<file path="config.mk">
export PLATFORM = sky130hd
export DESIGN_NAME = load_store_unit_flat
export DESIGN_NICKNAME = d
export VERILOG_FILES = /design/src/rtl/lsu_pkg.sv /design/src/rtl/load_store_unit_if.sv /design/src/rtl/load_extend.sv /design/src/rtl/load_store_unit.sv /design/src/flat_wrapper.sv
export SDC_FILE = /design/constraint.sdc
export NUM_CORES = 1
export LEC_CHECK = 0
export BUFFER_PORTS_ARGS = -buffer_cell sky130_fd_sc_hd__buf_2
export CAP_MARGIN = 25
export CORE_ASPECT_RATIO = 1.25
export CORE_MARGIN = 2
export CORE_UTILIZATION = 55
export DETAILED_ROUTE_END_ITERATION = 6
export PLACE_DENSITY = 0.77
export SLEW_MARGIN = 20
export SYNTH_ARGS = -nofsm -noshare
export SYNTH_HDL_FRONTEND = slang
export SYNTH_SLANG_ARGS = --single-unit
export TNS_END_PERCENT = 50
</file>
<file path="constraint.sdc">
create_clock -name clk -period 21.9 [get_ports clk]
set_input_delay 1.095 -clock clk [delete_from_list [all_inputs] [get_ports clk]]
set_output_delay 1.095 -clock clk [all_outputs]
set_load 0.02 [all_outputs]
</file>
<file path="src/rtl/lsu_pkg.sv">
// Shared encodings and helpers for the byte-serial load/store unit.
package lsu_pkg;

    localparam logic [1:0] SZ_B = 2'b00;
    localparam logic [1:0] SZ_H = 2'b01;
    localparam logic [1:0] SZ_W = 2'b10;
    localparam logic [1:0] SZ_D = 2'b11;

    typedef enum logic [1:0] {
        IDLE   = 2'b00,
        ACCESS = 2'b01,
        DONE   = 2'b10
    } lsu_state_e;

    // Number of bytes moved by an access of the given size.
    function automatic logic [3:0] bytes_of(input logic [1:0] size);
        bytes_of = 4'd1 << size;
    endfunction

    function automatic logic [7:0] byte_sel(input logic [63:0] data, input logic [2:0] idx);
        byte_sel = data[{idx, 3'b000} +: 8];
    endfunction

endpackage

</file>
<file path="src/rtl/load_store_unit_if.sv">
// Request/response handshake between the MEM stage and the load/store unit.
interface load_store_unit_if #(
    parameter int ADDR_W = 64
);
    logic              req_valid;
    logic              req_ready;
    logic              req_write;
    logic [1:0]        req_size;
    logic              req_unsigned;
    logic [ADDR_W-1:0] req_addr;
    logic [63:0]       req_wdata;
    logic              resp_valid;
    logic              resp_err;
    logic [63:0]       resp_rdata;

    modport master (
        output req_valid, req_write, req_size, req_unsigned, req_addr, req_wdata,
        input  req_ready, resp_valid, resp_err, resp_rdata
    );

    modport slave (
        input  req_valid, req_write, req_size, req_unsigned, req_addr, req_wdata,
        output req_ready, resp_valid, resp_err, resp_rdata
    );
endinterface

</file>
<file path="src/rtl/load_extend.sv">
// Sign/zero extension of an assembled little-endian load value to 64 bits.
module load_extend
    import lsu_pkg::*;
(
    input  logic [63:0] raw,
    input  logic [1:0]  size,
    input  logic        is_unsigned,
    output logic [63:0] ext
);

    // Replicate or clear the bits above the loaded width.
    always_comb begin
        ext = raw;
        case (size)
            SZ_B:    ext = is_unsigned ? {56'd0, raw[7:0]}  : {{56{raw[7]}},  raw[7:0]};
            SZ_H:    ext = is_unsigned ? {48'd0, raw[15:0]} : {{48{raw[15]}}, raw[15:0]};
            SZ_W:    ext = is_unsigned ? {32'd0, raw[31:0]} : {{32{raw[31]}}, raw[31:0]};
            SZ_D:    ext = raw;
            default: ext = raw;
        endcase
    end

endmodule

</file>
<file path="src/rtl/load_store_unit.sv">
// Serializes one pipeline load/store into per-byte data memory accesses,
// little-endian, one byte per cycle, with alignment and range rejection.
module load_store_unit
    import lsu_pkg::*;
#(
    parameter int MEM_BYTES = 64,
    parameter int ADDR_W    = 64
)(
    input  logic              clk,
    input  logic              reset,
    load_store_unit_if.slave  bus,
    output logic [ADDR_W-1:0] mem_addr,
    output logic [7:0]        mem_wdata,
    output logic              mem_we,
    output logic              mem_re,
    input  logic [7:0]        mem_rdata
);

    localparam logic [ADDR_W:0] MEM_LIMIT = (ADDR_W+1)'(MEM_BYTES);

    lsu_state_e        state_r;
    logic [2:0]        idx_r;
    logic              write_r;
    logic [1:0]        size_r;
    logic              unsigned_r;
    logic [63:0]       wdata_r;
    logic [63:0]       asm_r;

    logic              ready_r;
    logic              resp_valid_r;
    logic              resp_err_r;
    logic [63:0]       resp_rdata_r;
    logic [ADDR_W-1:0] mem_addr_r;
    logic [7:0]        mem_wdata_r;
    logic              mem_we_r;
    logic              mem_re_r;

    logic [3:0]        n_s;
    logic [ADDR_W:0]   last_addr_s;
    logic              misalign_s;
    logic              out_of_range_s;
    logic              last_s;
    logic [2:0]        idx_next_s;
    logic [63:0]       asm_next_s;
    logic [63:0]       ext_s;

    // The last byte address is formed one bit wider so addresses near the top cannot wrap.
    assign n_s            = bytes_of(bus.req_size);
    assign last_addr_s    = {1'b0, bus.req_addr} + {{(ADDR_W-3){1'b0}}, n_s}
                          - {{ADDR_W{1'b0}}, 1'b1};
    assign misalign_s     = (bus.req_addr[2:0] & (n_s[2:0] - 3'd1)) != 3'd0;
    assign out_of_range_s = last_addr_s >= MEM_LIMIT;
    assign last_s         = ({1'b0, idx_r} == (bytes_of(size_r) - 4'd1));
    assign idx_next_s     = idx_r + 3'd1;

    // Merge the byte being read this cycle so the final byte is visible to the extender.
    always_comb begin
        asm_next_s = asm_r;
        if (state_r == ACCESS && !write_r) begin
            asm_next_s[{idx_r, 3'b000} +: 8] = mem_rdata;
        end else begin
            asm_next_s = asm_r;
        end
    end

    load_extend u_extend (
        .raw         (asm_next_s),
        .size        (size_r),
        .is_unsigned (unsigned_r),
        .ext         (ext_s)
    );

    // Request sequencer: all outputs are registered and driven from this block.
    always_ff @(posedge clk or posedge reset) begin
        if (reset) begin
            state_r      <= IDLE;
            idx_r        <= 3'd0;
            write_r      <= 1'b0;
            size_r       <= 2'b00;
            unsigned_r   <= 1'b0;
            wdata_r      <= 64'd0;
            asm_r        <= 64'd0;
            ready_r      <= 1'b1;
            resp_valid_r <= 1'b0;
            resp_err_r   <= 1'b0;
            resp_rdata_r <= 64'd0;
            mem_addr_r   <= {ADDR_W{1'b0}};
            mem_wdata_r  <= 8'd0;
            mem_we_r     <= 1'b0;
            mem_re_r     <= 1'b0;
        end else begin
            case (state_r)
                IDLE: begin
                    resp_valid_r <= 1'b0;
                    resp_err_r   <= 1'b0;
                    resp_rdata_r <= 64'd0;
                    if (bus.req_valid) begin
                        write_r    <= bus.req_write;
                        size_r     <= bus.req_size;
                        unsigned_r <= bus.req_unsigned;
                        wdata_r    <= bus.req_wdata;
                        asm_r      <= 64'd0;
                        idx_r      <= 3'd0;
                        ready_r    <= 1'b0;
                        mem_addr_r <= bus.req_addr;
                        if (misalign_s || out_of_range_s) begin
                            state_r      <= DONE;
                            resp_valid_r <= 1'b1;
                            resp_err_r   <= 1'b1;
                        end else begin
                            state_r     <= ACCESS;
                            mem_we_r    <= bus.req_write;
                            mem_re_r    <= !bus.req_write;
                            mem_wdata_r <= bus.req_write ? bus.req_wdata[7:0] : 8'd0;
                        end
                    end else begin
                        ready_r <= 1'b1;
                    end
                end
                ACCESS: begin
                    asm_r <= asm_next_s;
                    if (last_s) begin
                        state_r      <= DONE;
                        mem_we_r     <= 1'b0;
                        mem_re_r     <= 1'b0;
                        mem_addr_r   <= {ADDR_W{1'b0}};
                        mem_wdata_r  <= 8'd0;
                        resp_valid_r <= 1'b1;
                        resp_err_r   <= 1'b0;
                        resp_rdata_r <= write_r ? 64'd0 : ext_s;
                    end else begin
                        idx_r       <= idx_next_s;
                        mem_addr_r  <= mem_addr_r + {{(ADDR_W-1){1'b0}}, 1'b1};
                        mem_wdata_r <= write_r ? byte_sel(wdata_r, idx_next_s) : 8'd0;
                    end
                end
                DONE: begin
                    state_r      <= IDLE;
                    idx_r        <= 3'd0;
                    ready_r      <= 1'b1;
                    resp_valid_r <= 1'b0;
                    resp_err_r   <= 1'b0;
                    resp_rdata_r <= 64'd0;
                    mem_addr_r   <= {ADDR_W{1'b0}};
                end
                default: begin
                    state_r      <= IDLE;
                    idx_r        <= 3'd0;
                    ready_r      <= 1'b1;
                    resp_valid_r <= 1'b0;
                    resp_err_r   <= 1'b0;
                    resp_rdata_r <= 64'd0;
                    mem_addr_r   <= {ADDR_W{1'b0}};
                    mem_wdata_r  <= 8'd0;
                    mem_we_r     <= 1'b0;
                    mem_re_r     <= 1'b0;
                end
            endcase
        end
    end

    assign bus.req_ready  = ready_r;
    assign bus.resp_valid = resp_valid_r;
    assign bus.resp_err   = resp_err_r;
    assign bus.resp_rdata = resp_rdata_r;
    assign mem_addr       = mem_addr_r;
    assign mem_wdata      = mem_wdata_r;
    assign mem_we         = mem_we_r;
    assign mem_re         = mem_re_r;

endmodule

</file>
<file path="src/flat_wrapper.sv">
// flat-port wrapper written by rule: the top's interface ports become plain ports
module load_store_unit_flat import lsu_pkg::*;
#(
    parameter int MEM_BYTES = 64,
    parameter int ADDR_W    = 64
)
  (clk, reset, mem_addr, mem_wdata, mem_we, mem_re, mem_rdata, bus_req_valid, bus_req_write, bus_req_size, bus_req_unsigned, bus_req_addr, bus_req_wdata, bus_req_ready, bus_resp_valid, bus_resp_err, bus_resp_rdata);
  load_store_unit_if #(.ADDR_W(ADDR_W)) bus_i ();
  input  logic clk;
  input  logic reset;
  output logic [ADDR_W-1:0] mem_addr;
  output logic [7:0] mem_wdata;
  output logic mem_we;
  output logic mem_re;
  input  logic [7:0] mem_rdata;
  input wire logic [$bits(bus_i.req_valid)-1:0] bus_req_valid;
  input wire logic [$bits(bus_i.req_write)-1:0] bus_req_write;
  input wire logic [$bits(bus_i.req_size)-1:0] bus_req_size;
  input wire logic [$bits(bus_i.req_unsigned)-1:0] bus_req_unsigned;
  input wire logic [$bits(bus_i.req_addr)-1:0] bus_req_addr;
  input wire logic [$bits(bus_i.req_wdata)-1:0] bus_req_wdata;
  output wire logic [$bits(bus_i.req_ready)-1:0] bus_req_ready;
  output wire logic [$bits(bus_i.resp_valid)-1:0] bus_resp_valid;
  output wire logic [$bits(bus_i.resp_err)-1:0] bus_resp_err;
  output wire logic [$bits(bus_i.resp_rdata)-1:0] bus_resp_rdata;
  assign bus_i.req_valid = bus_req_valid;
  assign bus_i.req_write = bus_req_write;
  assign bus_i.req_size = bus_req_size;
  assign bus_i.req_unsigned = bus_req_unsigned;
  assign bus_i.req_addr = bus_req_addr;
  assign bus_i.req_wdata = bus_req_wdata;
  assign bus_req_ready = bus_i.req_ready;
  assign bus_resp_valid = bus_i.resp_valid;
  assign bus_resp_err = bus_i.resp_err;
  assign bus_resp_rdata = bus_i.resp_rdata;
  load_store_unit #(.MEM_BYTES(MEM_BYTES), .ADDR_W(ADDR_W)) u_core (.clk(clk), .reset(reset), .bus(bus_i), .mem_addr(mem_addr), .mem_wdata(mem_wdata), .mem_we(mem_we), .mem_re(mem_re), .mem_rdata(mem_rdata));
endmodule
</file>
==> run summary, run 1 <==
Total wire length: 72.9 mm
Synth Net Count: 2610
Tightest Pin Transition: 0.949 ns
Initial Utilization: 0.559
Tmin final: 5.65 ns
CP max FO: 9
Fin. Hold Viols: 0
ANT nets after route: 0
Total power: 1450 µW
Port Buffers: 283
Total die area: 0.0366 mm²
Die X: 172 µm
Slew headroom: 0.365
Post-Syn Area: 0.0193 mm²
Num CTS Buffers: 29
Vias in the first global route: 19300
Post-synthesis area per instance: 8.06 µm²
Critical path buffers and inverters: 3
Inst Count DP: 3007
Setup violations, final: 0
RSZ-0062 raised after global routing: no
Final Cycle Share: 0.258
Post-synthesis sequential area ratio: 0.361
Power Dens Cells: 66.1 mW/mm²
Worst-skew pair later-pin latency: 0.58 ns
Sw power: 489 µW
Worst EP required: 22.35 ns
Remaining global-route overflow: 0
DRC errors left: 0
Combinational fraction of design power: 0.244
Ys Warns: 0
Post-CTS setup buffers: 0
Crit-path slowest cell: or4b_1
Router iterations before antenna repair: 6
Area contributors post-synth: dfrtp_1 36%, nand2_1 9.2%, o21ai_0 6.5%
Primary FF master, synth: dfrtp_1
Synthesis-stage register bit count: 278
Most frequent cells after synthesis: 473 x nand2_1, 277 x dfrtp_1, 250 x o21ai_0
Post-DP Area: 0.0209 mm²
Clk_skew: 0.0255 ns
Area Overhead vs Synth: 13.5%
Vias: 19900
Initial DRC count: 2149
Largest net degree at the start of global routing: 149
Cts hold-fix bufs: 0
CP Launch Type: primary input
Top-count cell post-synth: nand2_1
Switch share: 0.338
DP HPWL: 53.9 mm
Placer congestion estimate: 1.03
Register share of total power: 0.398
Clk buf depth: 3
Largest area contributor in the netlist: dfrtp_1
Max_cap viols: 0
CTS tree: done
Post-Synthesis Cells: 2394
Design area: 0.0219 mm²
First-pass GRT wire length: 111 mm
Yosys cell types: 99
Die H: 213 µm
Leakage Power: 0.0102 µW
Tot GR Track Use: 0.393
FMAX: 177 MHz
Internal power: 957 µW
CTS H-tree depth: 1
Crit-path cells: buf_2 > or2_2 > ha_1 > inv_1 > ha_1 > inv_1 > fa_1 > nand2b_1 > a21oi_1 > o211ai_1 > a211oi_1 > o31ai_1 > and3_1 > o21ai_0 > o211ai_1 > or4b_1 > o31ai_4 > mux2_4
CP max stage delay: 0.69 ns
DR vias/cell: 6.49
CTS root buf: clkbuf_16
Total core area: 0.0345 mm²
Post-synth ARST share: 1.00
Clk sinks: 278
Status: finished, final reports clean
VDD IR max: 69.1 µV
Yosys top cell area share: 0.359
Final setup TNS: 0 ns
Crit path DAT: 6.10 ns
Post-synth EDFFs: 0
ANT cells: 0
Clk slew on worst S/H paths: 0.06 ns
Per-cell routed wire length: 23.8 µm
Clock Power Share: 0.358
Critical setup path kind: primary input to flop
# rows: 76
Post-Layout Cell Count: 3061
Worst setup EP type: flop
# IOs: 284
Share of post-route cells with drive strength above 1: 0.172
Fin nets: 2788
Final Max Slew Viols: 0
Antenna violations before repair: 1
Worst hold margin: 0.472 ns
Resize count post-CTS: 0
Worst hold path class: flop to flop
Cell family with most CP delay: compound AO/OA/AOI/OAI gates
logic make-up (layout without fill, tap and decap cells):
group,after synthesis,count (layout),share of synthesized area
and+or+nand+nor,947,947,0.226
AOI/OAI and AO/OA,687,687,0.225
xor gates and xnor gates,45,45,0.0204
adders and majority gates,73,73,0.0477
buffers and inverters,259,458,0.0532
DFF,278,278,0.361
muxes,105,105,0.0670
sequential cells by signal (all words and copies together) (netlist names):
register,flops
u_core.idx_r,3
u_core.bus.resp_err,1
u_core.mem_addr,64
u_core.mem_we,1
u_core.state_r,2
u_core.bus.resp_valid,1
u_core.mem_re,1
u_core.bus.resp_rdata,64
u_core.bus.req_ready,1
u_core.wdata_r,64
u_core.asm_r,64
u_core.mem_wdata,8
u_core.unsigned_r,1
u_core.write_r,1
u_core.size_r,2
placed cells by master, fill, tap and decap left out, types with 12 or more instances in the layout:
cell / synthesis / final
and3_1: 19 / 19
ha_1: 72 / 71
a22o_1: 53 / 53
o21a_1: 13 / 13
nor3_1: 68 / 67
a211oi_1: 17 / 17
mux4_2: 16 / 16
nand3_1: 55 / 55
o21ai_0: 250 / 250
nor4_1: 22 / 21
nand2_1: 473 / 471
buf_2: 35 / 283
nor2_1: 149 / 145
dfrtp_1: 277 / 277
o22ai_1: 12 / 12
a21oi_1: 162 / 162
inv_1: 102 / 101
a21o_1: 13 / 13
a22oi_1: 23 / 23
clkbuf_16: 0 / 29
nand4_1: 57 / 57
xnor2_1: 32 / 32
nor2b_1: 22 / 22
o211ai_1: 12 / 12
a31oi_1: 22 / 22
buf_4: 0 / 18
xor2_1: 13 / 13
mux2i_1: 80 / 80
and4_1: 12 / 12
worst paths after layout:
path,from,end,slack (ns),depth (start not counted)
worst max-delay path,bus_req_size[0],u_core.mem_wdata[6]$_DFFE_PP0P_,16.25,18
worst min-delay path,u_core.bus.resp_rdata[22]$_DFFE_PP0N_,u_core.bus.resp_rdata[22]$_DFFE_PP0N_,0.47,2
worst min register to register,u_core.bus.resp_rdata[22]$_DFFE_PP0N_,u_core.bus.resp_rdata[22]$_DFFE_PP0N_,0.47,2
max in group asynchronous,reset,u_core.wdata_r[21]$_DFFE_PP0P_,19.82,3
worst max register to register,u_core.idx_r[0]$_DFFE_PP0P_,u_core.bus.resp_rdata[58]$_DFFE_PP0N_,17.11,12
min in group asynchronous,reset,u_core.mem_addr[55]$_DFFE_PP0P_,0.73,2
through the flow:
step / util / setup slack (ns)
6_report: 0.634 / 16.25
5_1_grt: 0.634 / 15.99
4_1_cts: 0.633 / 16.31
3_5_place_dp: 0.605 / 15.75
3_3_place_gp: 0.604 / 15.88
2_1_floorplan: - / 13.14
worst register-to-register path: stages (launching register included):
cell and delay (ns):
dfrtp_1 0.33, buf_4 0.32, inv_1 0.15, ha_2 0.76, nor4b_1 0.59, and3_1 0.60
mux2i_1 0.21, o21a_1 0.23, nor2_1 0.72, nor2_2 0.30, buf_8 0.25, o21ai_0 0.13
a22o_1 0.16
power by group through the flow:
stage	Clock (µW)	Sequential (µW)	Combinational (µW)
finish	517	576	353
global route	539	579	380
CTS	519	575	345
detailed placement	0	583	342
global placement	0	581	339
floorplan	0	589	213
per-layer routing:
| layer | global-route usage | vias to the layer above | part of all wire |
|---|---|---|---|
| met2 | 0.655 | 1061 | 0.48 |
| met4 | 0.174 | 2 | 0.049 |
| met1 | 0.495 | 9680 | 0.39 |
| li1 | - | 8906 | - |
| met5 | 0 | - | 0.00015 |
| met3 | 0.0814 | 224 | 0.087 |
final cells by class:
cell class                 instances  area [µm²]
clock buffer                      37         816
clock inverter                    15         171
fill                            2981       12600
inverter                         102         390
multi-input combinational       1857       11400
sequential                       278        6960
tap                              468         586
timing repair buffer             304        1600
Note: power is estimated with default switching activity, not from simulation.
==> run 2, diff against run 1 <==
==> constraint.sdc (replaced) <==
create_clock -name clk -period 5.25 [get_ports clk]
set_input_delay 0.2625 -clock clk [delete_from_list [all_inputs] [get_ports clk]]
set_output_delay 0.2625 -clock clk [all_outputs]
set_load 0.02 [all_outputs]
==> run 2 against run 1 <==
The flow now finishes with violations (negative hold slack); clock power grew to 4.3 times the previous value; sequential cell count stayed put; core utilization grew 2.5 points; power increased to 4.3 times the previous value; critical path depth stayed put; routed wire length rose by 4.8%; hold slack worse by 0.48 ns; die area unchanged; via count grew 4.3%; cell count rose by 3.0%; clock skew shrank 0.0085 ns; critical endpoint is now u_core.mem_wdata[3]$_DFFE_PP0P_.
==> run summary, run 2 (synthesis gave the netlist of run 1 again) <==
CTS H-tree depth: 1
Status: finished with violations
Setup violations, final: 0
Most frequent cells in the layout: 471 x nand2_1, 283 x buf_2, 277 x dfrtp_1
Design area: 0.0228 mm²
DR vias/cell: 6.58
First-pass GRT wire length: 116 mm
Per-cell routed wire length: 24.3 µm
Port Buffers: 283
Failing checks: negative hold slack
Router iterations before antenna repair: 6
Clk_skew: 0.0169 ns
DRC errors left: 0
CTS tree: done
Area Overhead vs Synth: 18.0%
Total wire length: 76.5 mm
RSZ-0062 raised after global routing: no
Final Max Slew Viols: 0
Num CTS Buffers: 29
Total die area: 0.0366 mm²
Worst setup margin: 0.295 ns
FMAX: 202 MHz
CP max FO: 9
ANT cells: 0
Clk sinks: 278
Die X: 172 µm
ANT nets after route: 0
Post-DP Area: 0.0211 mm²
Slew headroom: 0.264
Max_cap viols: 0
Remaining global-route overflow: 0
Hold Path Stages: 3
Power Dens Cells: 271 mW/mm²
# rows: 76
Fin. Hold Viols: 1
Worst hold path class: primary input to flop
CP Launch Type: primary input
Vias in the first global route: 20300
Clk slew on worst S/H paths: 0.06 ns
Tot GR Track Use: 0.412
Die H: 213 µm
Place WS: 0.205 ns
Fin nets: 2880
Worst EP required: 5.71 ns
Post-CTS setup buffers: 0
Crit path DAT: 5.41 ns
Total core area: 0.0345 mm²
Antenna violations before repair: 1
Initial DRC count: 2305
Initial Utilization: 0.559
Vias: 20700
CTS root buf: clkbuf_16
Clk buf depth: 3
Most common cell after layout, fill and taps aside: nand2_1
Largest net degree at the start of global routing: 142
DP HPWL: 55.1 mm
Share of post-route cells with drive strength above 1: 0.172
Tmin final: 4.95 ns
# IOs: 284
Final Cycle Share: 0.944
Critical setup path kind: primary input to flop
Final setup TNS: 0 ns
Worst setup EP type: flop
Reg2reg path depth: 12
Worst hold margin: -0.00337 ns
R2R Setup Slk: 1.09 ns
Worst-skew pair later-pin latency: 0.58 ns
VDD IR max: 273 µV
Tightest Pin Transition: 1.10 ns
Placer congestion estimate: 1.06
Leakage Power: 0.0106 µW
run 2: cell count changes in the layout (fill, tap and decap cells not counted), sizes merged, moves of 3 or more:
cell	delta
clkinvlp	+3
clkinv	-3
dlygate4sd3	+70
buf	+21
run 2: per-layer routing:
| layer | share of wire | wire [µm] | global-route usage | vias to the layer above |
|---|---|---|---|---|
| met4 | 0.050 | 3860 | 0.196 | 4 |
| met2 | 0.48 | 36600 | 0.681 | 1208 |
| li1 | - | - | - | 9105 |
| met1 | 0.38 | 28700 | 0.510 | 10100 |
| met5 | 0.00089 | 68 | 0.0109 | - |
| met3 | 0.094 | 7210 | 0.0973 | 281 |
run 2: through the flow:
stage / util / power (µW) / instances
2_1_floorplan: - / 3340 / 2394
3_3_place_gp: 0.610 / 3860 / 3030
3_5_place_dp: 0.610 / 3880 / 3030
4_1_cts: 0.659 / 6090 / 3152
5_1_grt: 0.659 / 6370 / 3153
6_report: 0.659 / 6160 / 3153
run 2: where the power goes:
part / switching, µW / internal [µW]
Clock: 942 / 1260
Combinational: 1030 / 516
Sequential: 146 / 2270
Total: 2120 / 4050
run 2: worst paths after layout:
check                                                      start                               endpoint
min in group asynchronous                                  reset        u_core.mem_addr[63]$_DFFE_PP0P_
max                                              bus_req_size[0]        u_core.mem_wdata[3]$_DFFE_PP0P_
min                                              bus_req_size[1]           u_core.size_r[1]$_DFFE_PP0P_
max in group asynchronous                                  reset           u_core.asm_r[17]$_DFFE_PP0P_
min reg2reg                u_core.bus.resp_rdata[28]$_DFFE_PP0N_  u_core.bus.resp_rdata[28]$_DFFE_PP0N_
max reg2reg                          u_core.idx_r[1]$_DFFE_PP0P_  u_core.bus.resp_rdata[33]$_DFFE_PP0N_
run 2: repair_timing:
action                                 CTS  global route
resized for setup                        0             2
hold buffers                            70             0
setup endpoints to repair                0             9
endpoints found under the hold margin   94             0
run 2: worst max-delay path, stage by stage:
cell           delay [ns]
dlygate4sd3_1        0.53
buf_2                0.15
nand2b_1             0.15
ha_1                 0.32
inv_1                0.06
ha_1                 0.31
a211oi_2             0.34
o21ai_4              0.14
a21oi_1              0.29
nand2_1              0.13
a311oi_1             0.75
xnor2_1              0.29
a2111oi_0            0.40
and4_1               0.29
nand4_4              0.17
o31ai_4              0.31
buf_12               0.18
mux2_4               0.31
run 2: final cells by class:
| cell class | instances | area [µm²] |
|---|---|---|
| clock buffers | 37 | 786 |
| clock inverters | 15 | 203 |
| fillers | 2813 | 11800 |
| inverters | 102 | 387 |
| multi-input cells | 1857 | 11400 |
| flip-flops and latches | 278 | 6960 |
| well taps | 468 | 586 |
| repair buffers | 396 | 2470 |
